`src/rtl/oai21_bist_sequencer.sv`:
```
// ============================================================================
// oai21_bist_sequencer
//
// Built-in self-test sequencer for a single oai21 cell (ZN = !((A1|A2)&B)).
// A run sweeps all eight {A1,A2,B} input vectors NUM_PASSES times. Each
// vector is held for SETTLE_CYCLES+1 cycles, and ZN is compared against the
// ideal cell response on the last edge of that hold. The block reports a
// saturating mismatch count, the first failing vector, and a pass flag at the
// end of the run.
//
// Parameters:
//   SETTLE_CYCLES  extra hold cycles per vector before ZN is sampled (>=0)
//   NUM_PASSES     number of full 8-vector sweeps per run (>=1)
//   ERR_CNT_W      width of ERR_CNT (>=1)
//
// Ports:
//   CLK       in   clock, rising edge
//   RN        in   asynchronous active-low reset
//   START     in   begin a run (only looked at while idle)
//   ABORT     in   terminate a run (only looked at while busy)
//   ZN        in   output of the oai21 cell under test
//   A1,A2,B   out  registered drives to the cell inputs
//   BUSY      out  high while a run is in progress
//   DONE      out  one-cycle pulse on normal completion
//   PASS      out  high after a completed run with zero mismatches
//   ERR_CNT   out  saturating mismatch count for the current/last run
//   FAIL_VEC  out  {A1,A2,B} of the first mismatch, valid when ERR_CNT!=0
// ============================================================================
module oai21_bist_sequencer #(
    parameter int SETTLE_CYCLES = 2,
    parameter int NUM_PASSES    = 1,
    parameter int ERR_CNT_W     = 4
) (
    input  logic                 CLK,
    input  logic                 RN,
    input  logic                 START,
    input  logic                 ABORT,
    input  logic                 ZN,
    output logic                 A1,
    output logic                 A2,
    output logic                 B,
    output logic                 BUSY,
    output logic                 DONE,
    output logic                 PASS,
    output logic [ERR_CNT_W-1:0] ERR_CNT,
    output logic [2:0]           FAIL_VEC
);

    localparam logic [1:0] ST_IDLE   = 2'd0;
    localparam logic [1:0] ST_HOLD   = 2'd1;
    localparam logic [1:0] ST_FINISH = 2'd2;

    // Counter widths are forced to at least one bit so that the degenerate
    // SETTLE_CYCLES=0 / NUM_PASSES=1 configurations still elaborate cleanly.
    localparam int SETTLE_W = (SETTLE_CYCLES > 0) ? $clog2(SETTLE_CYCLES + 1) : 1;
    localparam int PASS_W   = (NUM_PASSES > 1) ? $clog2(NUM_PASSES) : 1;

    localparam logic [SETTLE_W-1:0]  SETTLE_LAST = SETTLE_W'(SETTLE_CYCLES);
    localparam logic [PASS_W-1:0]    PASS_LAST   = PASS_W'(NUM_PASSES - 1);
    localparam logic [ERR_CNT_W-1:0] ERR_MAX     = '1;
    localparam logic [ERR_CNT_W-1:0] ERR_ONE     = ERR_CNT_W'(1);

    logic [1:0]           state;
    logic [2:0]           vec;
    logic [SETTLE_W-1:0]  settle_cnt;
    logic [PASS_W-1:0]    pass_cnt;

    logic                 expected_zn;
    logic                 mismatch;
    logic                 hold_last;
    logic                 sweep_last;
    logic                 start_accept;
    logic                 abort_take;
    logic                 compare_now;
    logic                 run_end;
    logic [ERR_CNT_W-1:0] err_next;

    // Run-control events. ABORT has priority over the compare that would
    // otherwise happen on the same edge, so an aborted edge never scores.
    always_comb begin
        expected_zn  = ~((vec[2] | vec[1]) & vec[0]);
        // Case inequality so an X or Z on ZN is scored as a mismatch in
        // simulation; in silicon this is an ordinary XOR.
        mismatch     = (ZN !== expected_zn);
        hold_last    = (settle_cnt == SETTLE_LAST);
        sweep_last   = (vec == 3'd7) && (pass_cnt == PASS_LAST);
        start_accept = (state == ST_IDLE) && START && !ABORT;
        abort_take   = (state == ST_HOLD) && ABORT;
        compare_now  = (state == ST_HOLD) && !ABORT && hold_last;
        run_end      = compare_now && sweep_last;
    end

    // Saturating increment of the mismatch count for the current compare.
    always_comb begin
        err_next = ERR_CNT;
        if (compare_now && mismatch && (ERR_CNT != ERR_MAX)) begin
            err_next = ERR_CNT + ERR_ONE;
        end
    end

    // Top-level sequencing: IDLE -> HOLD for the whole sweep -> FINISH for
    // the single DONE cycle -> IDLE. START is ignored outside IDLE.
    always_ff @(posedge CLK or negedge RN) begin
        if (!RN) begin
            state <= ST_IDLE;
        end else begin
            case (state)
                ST_IDLE: begin
                    if (start_accept) begin
                        state <= ST_HOLD;
                    end
                end
                ST_HOLD: begin
                    if (abort_take) begin
                        state <= ST_IDLE;
                    end else if (run_end) begin
                        state <= ST_FINISH;
                    end
                end
                ST_FINISH: begin
                    state <= ST_IDLE;
                end
                default: begin
                    state <= ST_IDLE;
                end
            endcase
        end
    end

    // Vector, settle and pass counters. The settle counter runs 0..SETTLE_CYCLES
    // for each vector; the vector advances on the compare edge and the pass
    // counter advances when the vector wraps from 7 back to 0.
    always_ff @(posedge CLK or negedge RN) begin
        if (!RN) begin
            vec        <= 3'd0;
            settle_cnt <= '0;
            pass_cnt   <= '0;
        end else if (start_accept) begin
            vec        <= 3'd0;
            settle_cnt <= '0;
            pass_cnt   <= '0;
        end else if (state == ST_HOLD && !ABORT) begin
            if (!hold_last) begin
                settle_cnt <= settle_cnt + SETTLE_W'(1);
            end else begin
                settle_cnt <= '0;
                vec        <= vec + 3'd1;
                if (vec == 3'd7) begin
                    pass_cnt <= pass_cnt + PASS_W'(1);
                end
            end
        end
    end

    // Mismatch bookkeeping. Only the first failing vector of a run is kept,
    // which is identified by the count still being zero before this compare.
    // Both values survive an abort and a normal finish until the next run.
    always_ff @(posedge CLK or negedge RN) begin
        if (!RN) begin
            ERR_CNT  <= '0;
            FAIL_VEC <= 3'd0;
        end else if (start_accept) begin
            ERR_CNT  <= '0;
            FAIL_VEC <= 3'd0;
        end else if (compare_now) begin
            ERR_CNT <= err_next;
            if (mismatch && (ERR_CNT == '0)) begin
                FAIL_VEC <= vec;
            end
        end
    end

    // Registered drives to the cell. During a sweep the drive always tracks
    // the vector being held; it is parked at zero outside a run so the cell
    // sits in a known state between tests.
    always_ff @(posedge CLK or negedge RN) begin
        if (!RN) begin
            {A1, A2, B} <= 3'b000;
        end else if (start_accept) begin
            {A1, A2, B} <= 3'b000;
        end else if (abort_take || run_end) begin
            {A1, A2, B} <= 3'b000;
        end else if (compare_now) begin
            {A1, A2, B} <= vec + 3'd1;
        end
    end

    // Status flags. PASS is computed from the count including the final
    // compare, so a mismatch on the very last vector still clears it.
    always_ff @(posedge CLK or negedge RN) begin
        if (!RN) begin
            BUSY <= 1'b0;
            DONE <= 1'b0;
            PASS <= 1'b0;
        end else begin
            DONE <= 1'b0;
            if (start_accept) begin
                BUSY <= 1'b1;
                PASS <= 1'b0;
            end else if (abort_take) begin
                BUSY <= 1'b0;
                PASS <= 1'b0;
            end else if (run_end) begin
                BUSY <= 1'b0;
                DONE <= 1'b1;
                PASS <= (err_next == '0);
            end
        end
    end

endmodule

```
`config.mk`:
```
export PLATFORM = sky130hd
export DESIGN_NAME = oai21_bist_sequencer
export DESIGN_NICKNAME = d
export VERILOG_FILES = /design/src/rtl/oai21_bist_sequencer.sv
export SDC_FILE = /design/constraint.sdc
export NUM_CORES = 1
export LEC_CHECK = 0
export BUFFER_PORTS_ARGS = -buffer_cell sky130_fd_sc_hd__buf_4
export CAP_MARGIN = 20
export CORE_ASPECT_RATIO = 1.1
export CORE_MARGIN = 2
export CORE_UTILIZATION = 49
export CTS_CLUSTER_SIZE = 20
export DETAILED_ROUTE_END_ITERATION = 12
export PLACE_DENSITY = 0.72
export SKIP_LAST_GASP = 1
export SLEW_MARGIN = 20
export SYNTH_ARGS = -nofsm -noshare
export SYNTH_HDL_FRONTEND = slang
export SYNTH_SLANG_ARGS = --single-unit
```
`constraint.sdc`:
```
create_clock -name CLK -period 1.56 [get_ports CLK]
set_input_delay 0.078 -clock CLK [delete_from_list [all_inputs] [get_ports CLK]]
set_output_delay 0.078 -clock CLK [all_outputs]
set_load 0.1 [all_outputs]
```
Word-level counts from Yosys, hierarchy flattened
Cells that the tools add are included.
{"block": "totals", "regBits": 21, "latchBits": 0, "ram_bits": 0, "rom_bits": 0, "in_bits": 5, "out_inout_bits": 13, "word_cells": 91, "mem_count": 0}
{"block": "classes", "add_sub_neg": 4, "mul": 0, "div": 0, "order_cmp": 0, "eq_ne": 7, "n_shift": 0, "n_mux": 38, "bitwise_logic": 4, "reduce_logical": 26}
{"op": "1-bit two-way mux", "count": 22}
{"op": "3-bit two-way mux", "count": 6}
{"op": "2-bit two-way mux", "count": 6}
{"op": "4-bit two-way mux", "count": 3}
{"op": "1-bit logical AND", "count": 10}
{"op": "2-bit nonzero test", "count": 5}
{"op": "4-bit logical NOT", "count": 2}
{"op": "2-bit AND reduction", "count": 3}
{"op": "3-bit nonzero test", "count": 2}
{"op": "4-bit by 1-bit adder with 4-bit output (second input constant)", "count": 1}
{"op": "4-bit != test (second input constant)", "count": 1}
{"op": "2-bit one-hot mux with 2 select lines", "count": 1}
{"op": "3-bit by 1-bit adder with 3-bit output (second input constant)", "count": 1}
{"op": "3-bit == test (second input constant)", "count": 1}
{"op": "3-bit != test (second input constant)", "count": 1}
{"op": "3-bit AND reduction", "count": 1}
{"op": "2-bit by 1-bit adder with 2-bit output (second input constant)", "count": 1}
{"op": "2-bit by 1-bit == test with 1-bit output (second input constant)", "count": 1}
{"op": "2-bit == test (second input constant)", "count": 1}
{"op": "2-bit logical NOT", "count": 1}
{"op": "2-bit != test (second input constant)", "count": 1}
{"op": "1-bit inverter", "count": 2}
{"op": "1-bit adder (second input constant)", "count": 1}
{"op": "1-bit AND", "count": 1}
{"op": "4 further kinds", "count": 4}

Depth between registers and ports, before layout
Gate-level depths: netlist (run 1).
{"block": "logic_depth", "depth_word": 11, "ltp_mapped": 7, "depth_no_buf": 7}

Worst setup path before layout (run 1)
OpenSTA, ideal clock, no wires.
{"block": "synth_path", "path_type": "register to register", "startpoint": "reg ERR_CNT[0]", "endpoint": "reg PASS", "setup_time_ps": 92, "arrival_ps": 2028, "required_time_ps": 1468, "path_slack_ps": -560, "stages_incl_launch_ff": 5, "path_buffers": 0, "synth_period_minus_slack_ps": 2120, "cell_sequence": "dfrtp_1 -> ha_1 -> nand3_1 -> a311o_1 -> o31ai_2"}
{"block": "synth_between", "elab_chain_len": 7, "word_cells_on_any_way": 8, "classes_between": "1 x add/sub; 1 x eq/ne; 4 x mux; 2 x reduce/logical"}
{"element": "start: declaration", "line_no": "45", "source": "output logic [ERR_CNT_W-1:0] ERR_CNT,"}
{"element": "start signal: assignment", "line_no": "166", "source": "ERR_CNT <= err_next;"}
{"element": "branches (longest 2 deep; another with 4-bit by 1-bit adder with 4-bit output)"}
{"element": "4-bit two-way mux (*)", "line_no": "96", "source": "if (compare_now && mismatch && (ERR_CNT != ERR_MAX)) begin"}
{"element": "4-bit logical NOT (*)", "line_no": "206", "source": "PASS <= (err_next == '0);"}
{"element": "1-bit two-way mux (*)", "line_no": "203", "source": "end else if (run_end) begin"}
{"element": "1-bit two-way mux (*)", "line_no": "200", "source": "end else if (abort_take) begin"}
{"element": "1-bit two-way mux (*)", "line_no": "197", "source": "if (start_accept) begin"}
{"element": "end signal: assignment", "line_no": "206"}
{"element": "end: declaration", "line_no": "44", "source": "output logic PASS,"}
Every way passes the cells marked *. The select of a mux whose other input is x is not followed.
A chain may end at the register's enable or synchronous reset.

Worst setup path after layout (run 1)
{"block": "layout_path", "startpoint": "reg state[1]", "endpoint": "reg PASS"}
{"block": "layout_between", "elab_chain_len": 10, "word_cells_on_any_way": 16, "classes_between": "1 x eq/ne; 4 x mux; 11 x reduce/logical"}
{"element": "start: declaration", "line_no": "63", "source": "logic [1:0] state;"}
{"element": "start signal: assignment", "line_no": "105", "source": "state <= ST_IDLE;"}
{"element": "start signal: assignment", "line_no": "110", "source": "state <= ST_HOLD;"}
{"element": "start signal: assignment", "line_no": "115", "source": "state <= ST_IDLE;"}
{"element": "2-bit by 1-bit == test with 1-bit output", "line_no": "88, 89"}
{"element": "1-bit logical AND (2 in series)", "line_no": "89", "source": "compare_now = (state == ST_HOLD) && !ABORT && hold_last;"}
{"element": "1-bit logical AND (2 in series)", "line_no": "96"}
{"element": "4-bit two-way mux", "line_no": "96"}
{"element": "4-bit logical NOT", "line_no": "206"}
{"element": "1-bit two-way mux", "line_no": "203"}
{"element": "1-bit two-way mux", "line_no": "200"}
{"element": "1-bit two-way mux", "line_no": "197"}
Several ways; a longest one is shown, not always the timed one. The select of a mux whose other input is x is not followed.

==> results.md, run 1 <==
• run status: finished with violations
• violations in the final reports: negative setup slack
• I/O pin cnt: 18
• startpoint of the worst register-to-register path: state[1]$_DFFE_PN0P_
• Synth Cell Area: 1070 sq um
• CTS tree: built
• kind of launch point of the worst setup path: register
• number of antenna violations at the first check in global routing: 0
• Max stage delay cell, worst path: sky130_fd_sc_hd__or3b_4
• layout cells sized above 1: 38.8%
• Setup CP Type: register to register
• post-synth net total: 114
• total global-route track usage: 19.8%
• critical path fanouts, max: 4
• number of global-route vias before repair: 859
• standby leakage power: 0.783 nW
• r2r setup slk: -0.05 ns
• part of the Yosys area used for sequential elements: 49.0%
• final worst-path cycle share: 103%
• CTS clk-pin slew, worst paths: 0.10 ns
• total CTS buffers: 3
• die span in x: 48.6 um
• Antenna Diode Count: 0
• CTS sink count: 21
• Hold EP: BUSY$_DFFE_PN0P_
• VDD IR-drop max: 0.725 mV
• worst max-slew margin expressed relative to the limit: 81.2%
• number of nets with antenna violations after detailed routing: 0
• final worst-path setup slack: -0.0531 ns
• peak per-stage delay on the critical path: 0.42 ns
• register bit count reported by yosys: 21
• Critical Path Sink Type: register
• last weighted congestion value of the routability-driven placer: 0.839
• Netlist cell types: 30
• CP Cell Sequence: or3b_4 -> nor2_8 -> nand3b_4 -> a311o_1 -> o31ai_2
• number of flops mapped to enable cells by yosys: 0
• mean instance size in the synthesized netlist: 10.2 sq um
• Core Footprint: 2040 sq um
• clk_skew: 0.0162 ns
• num rows: 17
• ys async rst share: 100%
• number of stages on the worst hold path: 4
• DRC violation count after routing: 0
• data arrival time of the critical path: 1.83 ns
• number of vias in the routed layout: 866
• placed insts: 160
• total overflow reported by the global router: 0
• number of setup violations in the final report: 3
• Final nets: 149
• WP data required: 1.78 ns
• time the final worst path needs with I/O delays and setup: 1.61 ns
• Max clock buf depth: 2
• worst min path class: input pin to register
• half-perimeter wire length after detailed placement: 1.62 mm
• maxcap violations: 0
• clock latency at the later pin of the worst-skew pair: 0.31 ns
• Avg Vias per Cell: 5.19
• fmax: 620 MHz
• Synth Instances: 105
• maximum number of pins on one net before global-route repair: 22
• port buffer count: 17
• number of warning messages in the yosys log: 0
• Reg-to-Reg End: PASS$_DFFE_PN0P_
• global-route wire length before repair: 3.80 mm
• actual transition at the worst max-transition pin: 0.284 ns
• total count of hold-check failures in the final report: 0
• count of cells along the worst register-to-register path: 5
• Cell Count, Final, Fillers Out: 167
• power density over cell area: 776 nW/um^2
• buffer type at the clock tree root: sky130_fd_sc_hd__clkbuf_4
• Initial Utilization: 52.5%
• overall die area: 2580 sq um
• WL per Instance: 13.5 um
• max-slew violation count: 0
• dominant synthesized flop cell: sky130_fd_sc_hd__dfrtp_1
• Post-DP Area: 1330 sq um
• overall routed net length: 2.26 mm
• violation count after the first detailed-route iteration: 8
• H-tree levels: 1
• Pre-Repair DR Iteration Count: 4
• final standard cell area without fillers: 1430 sq um
• Hold Path Origin: ABORT
• growth of design area from synthesis to finish: 33.4%
• height of the die: 53.1 um
• RSZ-0062 raised after global routing: yes
[kinds of logic (layout without fill, tap and decap cells)]
logic type                 count (synthesis)  count (layout)  synth area share (%)
AOI/OAI and AO/OA                         22              22                  13.8
xor gates and xnor gates                   1               1                 0.817
adders and majority gates                  4               4                  4.67
buffers and inverters                      9              43                  3.85
DFF                                       21              21                  49.0
muxes                                      6               6                  5.72
and+or+nand+nor                           42              42                  22.2
[registers in the layout, indices dropped and copies added, names as in the netlist]
name / cells
A1: 1
A2: 1
B: 1
BUSY: 1
DONE: 1
ERR_CNT: 4
FAIL_VEC: 3
PASS: 1
pass_cnt: 1
settle_cnt: 2
state: 2
vec: 3
[where the power goes]
group          internal [mW]  switching [mW]  leakage (nW)
Clock                 0.0999           0.167        0.0150
Sequential             0.575          0.0267         0.279
Combinational         0.0768           0.165         0.489
[final cells by class]
type	count	area [sq um]
Sequential cell	21	537
Multi-Input combinational cell	75	563
Clock buffer	4	26.3
Tap cell	28	35.0
Fill cell	167	612
Inverter	8	30.0
Timing Repair Buffer	31	239
[worst max-delay path: cells and delay by family (launching register included)]
kind            cells  cell delay (ns)
flops               1             0.39
simple gates        3             0.63
compound gates      2             0.50
[cells in the mapped netlist, types with 2 or more instances]
cell type                  number  area share [%]
sky130_fd_sc_hd__nand3b_1       3             2.1
sky130_fd_sc_hd__mux2i_1        5             4.7
sky130_fd_sc_hd__a21oi_1        5             2.3
sky130_fd_sc_hd__ha_1           4             4.7
sky130_fd_sc_hd__a22o_1         2             1.6
sky130_fd_sc_hd__o21ai_0        5             2.3
sky130_fd_sc_hd__nand2b_1       2             1.2
sky130_fd_sc_hd__nand2_1       14             4.9
sky130_fd_sc_hd__dfrtp_1       21              49
sky130_fd_sc_hd__a22oi_1        2             1.4
sky130_fd_sc_hd__a31oi_1        2             1.2
sky130_fd_sc_hd__a21o_1         2             1.4
sky130_fd_sc_hd__nor2_1        10             3.5
sky130_fd_sc_hd__nor2b_1        2             1.2
sky130_fd_sc_hd__inv_1          8             2.8
sky130_fd_sc_hd__nand3_1        4             1.9
[stage by stage]
| stage | worst slack (ns) | util (%) | setup TNS, ns | power [mW] | hold slack, ns |
|---|---|---|---|---|---|
| global route | -0.143 | 70.0 | -0.434 | 1.16 | 0.0929 |
| CTS | -0.0634 | 68.4 | -0.316 | 1.11 | 0.0910 |
| global placement | 0.00513 | 65.1 | 0 | 0.833 | -0.0270 |
| finish | -0.0531 | 70.0 | -0.101 | 1.11 | 0.0879 |
| floorplan | -0.0356 | - | -0.0356 | 0.765 | -0.218 |
| detailed placement | -0.0333 | 65.1 | -0.0392 | 0.839 | -0.0241 |
[worst max path at each step]
| stage | startpoint | end | slack, ns | cells past startpoint |
|---|---|---|---|---|
| 2_1_floorplan | ERR_CNT[0]$_DFFE_PN0P_ | PASS$_DFFE_PN0P_ | -0.04 | 5 |
| 3_3_place_gp | state[1]$_DFFE_PN0P_ | PASS$_DFFE_PN0P_ | 0.005 | 5 |
| 3_5_place_dp | state[1]$_DFFE_PN0P_ | PASS$_DFFE_PN0P_ | -0.03 | 5 |
| 4_1_cts | state[1]$_DFFE_PN0P_ | PASS$_DFFE_PN0P_ | -0.06 | 5 |
| 5_1_grt | vec[1]$_DFFE_PN0P_ | PASS$_DFFE_PN0P_ | -0.14 | 6 |
| 6_report | state[1]$_DFFE_PN0P_ | PASS$_DFFE_PN0P_ | -0.05 | 5 |
[layout by cell type, fill, tap and decap left out, types with 2 or more instances in the layout]
| cell type | count |
|---|---|
| sky130_fd_sc_hd__inv_1 | 7 |
| sky130_fd_sc_hd__nor2_1 | 9 |
| sky130_fd_sc_hd__a22o_1 | 2 |
| sky130_fd_sc_hd__a21oi_1 | 4 |
| sky130_fd_sc_hd__a21o_1 | 2 |
| sky130_fd_sc_hd__a22oi_1 | 2 |
| sky130_fd_sc_hd__o21ai_0 | 4 |
| sky130_fd_sc_hd__clkbuf_4 | 3 |
| sky130_fd_sc_hd__a31oi_1 | 2 |
| sky130_fd_sc_hd__nand2b_1 | 2 |
| sky130_fd_sc_hd__dfrtp_2 | 3 |
| sky130_fd_sc_hd__nand2_1 | 13 |
| sky130_fd_sc_hd__mux2i_1 | 5 |
| sky130_fd_sc_hd__nand3b_1 | 3 |
| sky130_fd_sc_hd__dfrtp_1 | 16 |
| sky130_fd_sc_hd__nand3_1 | 3 |
| sky130_fd_sc_hd__dfrtp_4 | 2 |
| sky130_fd_sc_hd__nor2b_1 | 2 |
| sky130_fd_sc_hd__buf_4 | 29 |
| sky130_fd_sc_hd__ha_1 | 3 |
[routing by layer]
metal  share of wire, %  wire, um  track usage (%)  up-vias
li1                   -         -                -      430
met1                 42       959             23.1      409
met2                 51      1160             33.8       22
met3                4.0        90             2.54        5
met4                2.0        45             15.2        0
met5                  0         0                0        -
[timing repair]
| item | 4_1_cts | 5_1_grt |
|---|---|---|
| hold buffers | 1 | 0 |
| gates resized for setup | 2 | 9 |
| endpoints found under the setup margin | 5 | 16 |
| endpoints found under the hold margin | 21 | 0 |
| buffers inserted | 3 | 0 |
| pin swaps | 4 | 7 |
Power figures use the tool's default switching activity.
==> inputs of run 2 (changes only) <==
--- a/config.mk
+++ b/config.mk
@@ -12,7 +12,7 @@
 export CORE_UTILIZATION = 49
 export CTS_CLUSTER_SIZE = 20
 export DETAILED_ROUTE_END_ITERATION = 12
-export PLACE_DENSITY = 0.72
+export PLACE_DENSITY = 0.83
 export SKIP_LAST_GASP = 1
 export SLEW_MARGIN = 20
 export SYNTH_ARGS = -nofsm -noshare
==> results.md, run 2 (synthesis results as in run 1) <==
• layout cells sized above 1: 37.4%, -1.4 points
• standby leakage power: 0.783 nW, about the same
• proportion of power drawn by flip-flops and latches: 54.6%, +0.4 points
• number of global-route vias before repair: 910, +5.9%
• post-placement worst setup slack: -0.0303 ns, +0.00296 ns
• number of vias in the routed layout: 914, +5.5%
• Core Footprint: 2040 sq um, unchanged
• overall die area: 2580 sq um, unchanged
• VDD IR-drop max: 0.647 mV, -11%
• origin of the worst setup path: vec[1]$_DFFE_PN0P_
• number of flip-flops under the largest register name: 4, unchanged
• highest-count cells in the layout ignoring fill and taps: sky130_fd_sc_hd__buf_4 (28), sky130_fd_sc_hd__dfrtp_1 (17), sky130_fd_sc_hd__nand2_1 (13)
• RSZ-0062 raised after global routing: yes
• violations in the final reports: negative setup slack
• total count of hold-check failures in the final report: 0, unchanged
• I/O pin cnt: 18, unchanged
• biggest registers after layout: ERR_CNT: 4 flops, FAIL_VEC: 3 flops, vec: 3 flops
• setup tns final: -0.122 ns, -0.0213 ns
• die span in x: 48.6 um, unchanged
• maximum number of pins on one net before global-route repair: 22, unchanged
• growth of design area from synthesis to finish: 32.6%
• H-tree levels: 1, unchanged
• Antenna Diode Count: 0, unchanged
• global-route wire length before repair: 3.95 mm, +4.2%
• startpoint of the worst register-to-register path: vec[1]$_DFFE_PN0P_
• last weighted congestion value of the routability-driven placer: 0.905, +7.8%
• number of nets with antenna violations after detailed routing: 0, unchanged
• switching share of power: 32.0%, -0.28 points
• Largest Register: ERR_CNT
• Critical Path Sink Type: register
• num rows: 17, unchanged
• max-slew violation count: 0, unchanged
• CTS sink count: 21, unchanged
• data arrival time of the critical path: 1.82 ns, about the same
• Switch Pwr: 0.353 mW, -1.4%
• leading cell type in the layout, fill and taps excluded: sky130_fd_sc_hd__buf_4
• buffer type at the clock tree root: sky130_fd_sc_hd__clkbuf_4
• WL per Instance: 14.3 um, +5.9%
• final worst-path setup slack: -0.0429 ns, +0.0102 ns
• WP data required: 1.78 ns, about the same
• Final nets: 149, unchanged
• worst min path class: input pin to register
• number of antenna violations at the first check in global routing: 0, unchanged
• Max clock buf depth: 2, unchanged
• clock latency at the later pin of the worst-skew pair: 0.30 ns, about the same
• half-perimeter wire length after detailed placement: 1.74 mm, +7.7%
• overall routed net length: 2.39 mm, +5.9%
• actual transition at the worst max-transition pin: 0.321 ns, +0.0365 ns
• kind of launch point of the worst setup path: register
• run status: finished with violations
• fmax: 624 MHz, +0.64%
• number of setup violations in the final report: 3, unchanged
• CTS clk-pin slew, worst paths: 0.12 ns, +0.02 ns
• CTS tree: built
• power density over cell area: 776 nW/um^2, about the same
• Hold Path Origin: ABORT
• violation count after the first detailed-route iteration: 16, +8
• time the final worst path needs with I/O delays and setup: 1.60 ns, -0.0102 ns
• Logic pwr share: 21.6%, -0.2 points
• total global-route track usage: 20.5%, +0.62 points
• critical path fanouts, max: 6, +2
• clk_skew: 0.00768 ns, -0.00855 ns
• port buffer count: 17, unchanged
• length of routed met3 wiring: 90 um, unchanged
• Int Pwr: 0.750 mW, -0.17%
• total CTS buffers: 3, unchanged
• Avg Vias per Cell: 5.47, +5.5%
• final worst-path cycle share: 103%, -0.66 points
• worst max-slew margin expressed relative to the limit: 78.6%, -2.6 points
• Pre-Repair DR Iteration Count: 4, unchanged
• highest routing layer actually used: met4
• maxcap violations: 0, unchanged
• routed length on met2: 1.25 mm, +7.4%
• length of routed wiring on met1: 1.04 mm, +8.1%
• Setup CP Type: register to register
• share of total power in the clock network: 23.8%, -0.2 points
• DRC violation count after routing: 0, unchanged
• Initial Utilization: 52.5%, unchanged
• height of the die: 53.1 um, unchanged
• total overflow reported by the global router: 0, unchanged
==> run 2: worst paths after layout <==
check / endpoint / slack (ns) / cells past startpoint
max reg2reg: PASS$_DFFE_PN0P_ / -0.04 / 6
min reg2reg: settle_cnt[1]$_DFFE_PN0P_ / 0.51 / 2
min in group asynchronous: vec[0]$_DFFE_PN0P_ / 0.19 / 2
max: PASS$_DFFE_PN0P_ / -0.04 / 6
min: BUSY$_DFFE_PN0P_ / 0.11 / 4
max in group asynchronous: ERR_CNT[3]$_DFFE_PN0P_ / 1.14 / 2
==> run 2: final cells by class <==
type / count / area (sq um)
Clock buffer: 4 / 26.3
Fill cell: 178 / 621
Inverter: 8 / 30.0
Multi-Input combinational cell: 75 / 552
Sequential cell: 21 / 536
Tap cell: 28 / 35.0
Timing Repair Buffer: 31 / 243
==> run 2: critical path, stage by stage, from the launching register on <==
cell	delay (ns)
sky130_fd_sc_hd__dfrtp_1	0.44
sky130_fd_sc_hd__o21ai_1	0.17
sky130_fd_sc_hd__xor2_1	0.16
sky130_fd_sc_hd__buf_4	0.16
sky130_fd_sc_hd__a21oi_1	0.07
sky130_fd_sc_hd__a311o_1	0.33
sky130_fd_sc_hd__o31ai_2	0.18
==> run 2: power groups by stage <==
stage	Clock, mW	Combinational [mW]	Sequential (mW)
after floorplan	0	0.0803	0.684
after detailed placement	0	0.230	0.612
final	0.263	0.238	0.602
after CTS	0.270	0.233	0.601
after global routing	0.287	0.260	0.607
after global placement	0	0.225	0.609
==> run 2: per-layer routing <==
layer	up-vias	GRT usage, %
met4	0	10.0
met1	457	25.7
li1	434	-
met2	21	34.2
met5	-	0
met3	2	3.95
==> run 2: stage by stage <==
step / std cells / hold WS [ns] / area (sq um) / power [mW] / utilization, %
detailed placement: 161 / -0.0243 / 1340 / 0.842 / 65.5
floorplan: 105 / -0.218 / 1100 / 0.765 / -
global placement: 161 / -0.0269 / 1340 / 0.833 / 65.5
CTS: 166 / 0.0897 / 1380 / 1.10 / 67.5
finish: 167 / 0.107 / 1420 / 1.10 / 69.6
global route: 167 / 0.133 / 1420 / 1.15 / 69.6
==> run 2: what timing repair did <==
| item | in CTS | in global routing |
|---|---|---|
| hold buffers | 1 | 0 |
| hold endpoints to repair | 21 | 0 |
| setup buffers | 0 | 1 |
| setup endpoints to repair | 4 | 13 |
| gates resized for setup | 1 | 8 |
| pin swaps | 0 | 4 |
==> inputs of run 3 (changes only) <==
--- a/config.mk
+++ b/config.mk
@@ -9,10 +9,11 @@
 export CAP_MARGIN = 20
 export CORE_ASPECT_RATIO = 1.1
 export CORE_MARGIN = 2
-export CORE_UTILIZATION = 49
+export CORE_UTILIZATION = 54
 export CTS_CLUSTER_SIZE = 20
 export DETAILED_ROUTE_END_ITERATION = 12
-export PLACE_DENSITY = 0.83
+export GPL_ROUTABILITY_DRIVEN = 0
+export PLACE_DENSITY = 0.86
 export SKIP_LAST_GASP = 1
 export SLEW_MARGIN = 20
 export SYNTH_ARGS = -nofsm -noshare
==> constraint.sdc (replaced) <==
create_clock -name CLK -period 1.8 [get_ports CLK]
set_input_delay 0.09 -clock CLK [delete_from_list [all_inputs] [get_ports CLK]]
set_output_delay 0.09 -clock CLK [all_outputs]
set_load 0.1 [all_outputs]
==> results.md, run 3 (synthesis results as in run 1) <==
• power density over cell area: 720 nW/um^2, -7.3%
• post-layout total power: 0.942 mW, -15%
• post-placement worst setup slack: 0.0586 ns, +0.0889 ns
• Avg Vias per Cell: 5.55, +1.4%
• worst min path class: input pin to register
• count of cells along the worst register-to-register path: 5, -1
• DRC violation count after routing: 0, unchanged
• Critical Path Sink Type: register
• H-tree levels: 1, unchanged
• Filler Cells Inserted: 129, -28%
• number of stages on the worst hold path: 4, unchanged
• time the final worst path needs with I/O delays and setup: 1.73 ns, +0.131 ns
• clock latency at the later pin of the worst-skew pair: 0.31 ns, about the same
• Final nets: 141, -5.4%
• growth of design area from synthesis to finish: 22.1%
• number of setup violations in the final report: 0, -3
• die span in x: 46.5 um, -4.4%
• Logic pwr share: 20.3%, -1.3 points
• critical path buffer and inverter count: 0, -1
• number of flip-flops under the largest register name: 4, unchanged
• CTS sink count: 21, unchanged
• final worst-path setup slack: 0.0661 ns, +0.109 ns
• overall die area: 2360 sq um, -8.5%
• startpoint of the worst register-to-register path: state[0]$_DFFE_PN0P_
• worst max-slew margin expressed relative to the limit: 77.8%, -0.81 points
• violation count after the first detailed-route iteration: 12, -4
• Max clock buf depth: 2, unchanged
• total overflow reported by the global router: 0, unchanged
• layout cells sized above 1: 28.2%, -9.2 points
• overall routed net length: 2.25 mm, -5.9%
• port buffer count: 17, unchanged
• peak per-stage delay on the critical path: 0.44 ns, about the same
• Setup CP Type: register to register
• WL per Instance: 14.2 um, -0.50%
• total CTS buffers: 3, unchanged
• num rows: 16, -1
• number of nets with antenna violations after detailed routing: 0, unchanged
• run status: finished, final reports clean
• Hold EP: BUSY$_DFFE_PN0P_
• standby leakage power: 0.740 nW, -5.4%
• clk_skew: 0.00595 ns, -0.00173 ns
• actual transition at the worst max-transition pin: 0.332 ns, +0.0117 ns
• share of total power in the clock network: 24.7%, +0.9 points
• number of antenna violations at the first check in global routing: 0, unchanged
• total global-route track usage: 20.3%, -0.16 points
• Util after Layout: 71.8%, +2.2 points
• Int Pwr: 0.639 mW, -15%
• Post-DP Area: 1240 sq um, -7.1%
• VDD IR-drop max: 0.571 mV, -12%
• max-slew violation count: 0, unchanged
• maximum number of pins on one net before global-route repair: 22, unchanged
• r2r setup slk: 0.07 ns, +0.11 ns
• Hold Path Origin: ABORT
• number of vias in the routed layout: 877, -4.0%
• biggest registers after layout: ERR_CNT: 4 flops, FAIL_VEC: 3 flops, vec: 3 flops
• CTS clk-pin slew, worst paths: 0.12 ns, about the same
• CP Cell Sequence: or3b_4 -> nor2_8 -> nand3b_4 -> a311o_1 -> o31ai_2
• total count of hold-check failures in the final report: 0, unchanged
• Largest Register: ERR_CNT
• I/O pin cnt: 18, unchanged
• highest-count cells in the layout ignoring fill and taps: sky130_fd_sc_hd__buf_4 (22), sky130_fd_sc_hd__dfrtp_1 (17), sky130_fd_sc_hd__nand2_1 (14)
• final worst-path cycle share: 96.3%, -6.4 points
• data arrival time of the critical path: 1.97 ns, +0.15 ns
• Cell Count, Final, Fillers Out: 158, -5.4%
• buffer type at the clock tree root: sky130_fd_sc_hd__clkbuf_4
• final-layout worst hold slack: 0.0927 ns, -0.0141 ns
• WP data required: 2.03 ns, +0.25 ns
• gate family responsible for the most delay along the worst path: simple AND/OR/NAND/NOR gates
• setup tns final: 0 ns, +0.122 ns
• placed insts: 150, -6.8%
• leading cell type in the layout, fill and taps excluded: sky130_fd_sc_hd__buf_4
• global-route wire length before repair: 3.44 mm, -13%
• kind of launch point of the worst setup path: register
• proportion of power drawn by flip-flops and latches: 55.0%, +0.4 points
• Switch Pwr: 0.302 mW, -14%
• maxcap violations: 0, unchanged
• Core Footprint: 1820 sq um, -11%
• Reg-to-Reg End: PASS$_DFFE_PN0P_
• height of the die: 50.7 um, -4.4%
• fmax: 577 MHz, -7.6%
• critical path fanouts, max: 7, +1
• switching share of power: 32.1%, +0.11 points
• half-perimeter wire length after detailed placement: 1.58 mm, -9.6%
• Pre-Repair DR Iteration Count: 4, unchanged
• Initial Utilization: 58.9%, +6.3 points
• Max stage delay cell, worst path: sky130_fd_sc_hd__or3b_4
• number of global-route vias before repair: 777, -15%
• Antenna Diode Count: 0, unchanged
• final standard cell area without fillers: 1310 sq um, -7.9%
• CTS tree: built
## run 3: worst max-delay path by stage
stage | start | end | slack [ns] | cells after the start
final | state[0]$_DFFE_PN0P_ | PASS$_DFFE_PN0P_ | 0.07 | 5
after global routing | state[0]$_DFFE_PN0P_ | PASS$_DFFE_PN0P_ | -0.009 | 5
after CTS | vec[2]$_DFFE_PN0P_ | FAIL_VEC[1]$_DFFE_PN0P_ | 0.03 | 5
after detailed placement | vec[2]$_DFFE_PN0P_ | ERR_CNT[1]$_DFFE_PN0P_ | 0.06 | 5
after global placement | vec[2]$_DFFE_PN0P_ | PASS$_DFFE_PN0P_ | 0.08 | 5
after floorplan | ERR_CNT[0]$_DFFE_PN0P_ | PASS$_DFFE_PN0P_ | 0.03 | 4
## run 3: what timing repair did
action                                  4_1_cts  5_1_grt
hold buffers                                  1        0
endpoints found under the hold margin        21        0
setup buffers                                 0        3
gates resized for setup                       0        2
endpoints found under the setup margin        0        6
## run 3: layer usage
metal / wire, um / global-route usage, % / vias to the layer above
met5: 0 / 0 / -
met4: 85 / 9.05 / 0
met2: 1170 / 32.9 / 24
met3: 63 / 2.16 / 8
met1: 932 / 26.5 / 429
li1: - / - / 416
## run 3: worst reg2reg max path, cell delays in order, from the launching register on
cell and delay, ns:
sky130_fd_sc_hd__dfrtp_1 0.42, sky130_fd_sc_hd__or3b_4 0.44, sky130_fd_sc_hd__nor2_8 0.18, sky130_fd_sc_hd__nand3b_4 0.12, sky130_fd_sc_hd__a311o_1 0.31, sky130_fd_sc_hd__o31ai_2 0.21
## run 3: power groups by stage
stage / clock network (mW) / logic (mW) / registers (mW)
2_1_floorplan: 0 / 0.0688 / 0.591
4_1_cts: 0.231 / 0.187 / 0.518
5_1_grt: 0.250 / 0.207 / 0.523
6_report: 0.232 / 0.191 / 0.518
3_3_place_gp: 0 / 0.183 / 0.526
3_5_place_dp: 0 / 0.185 / 0.527
## run 3: final cells by class
cell class              count  area, sq um  area share, %
flip-flops and latches     21          531           40.5
multi-input cells          75          513           39.2
inverters                   8         30.0           2.29
clock buffers               4         26.3           2.01
well taps                  27         33.8           2.58
repair buffers             23          175           13.4
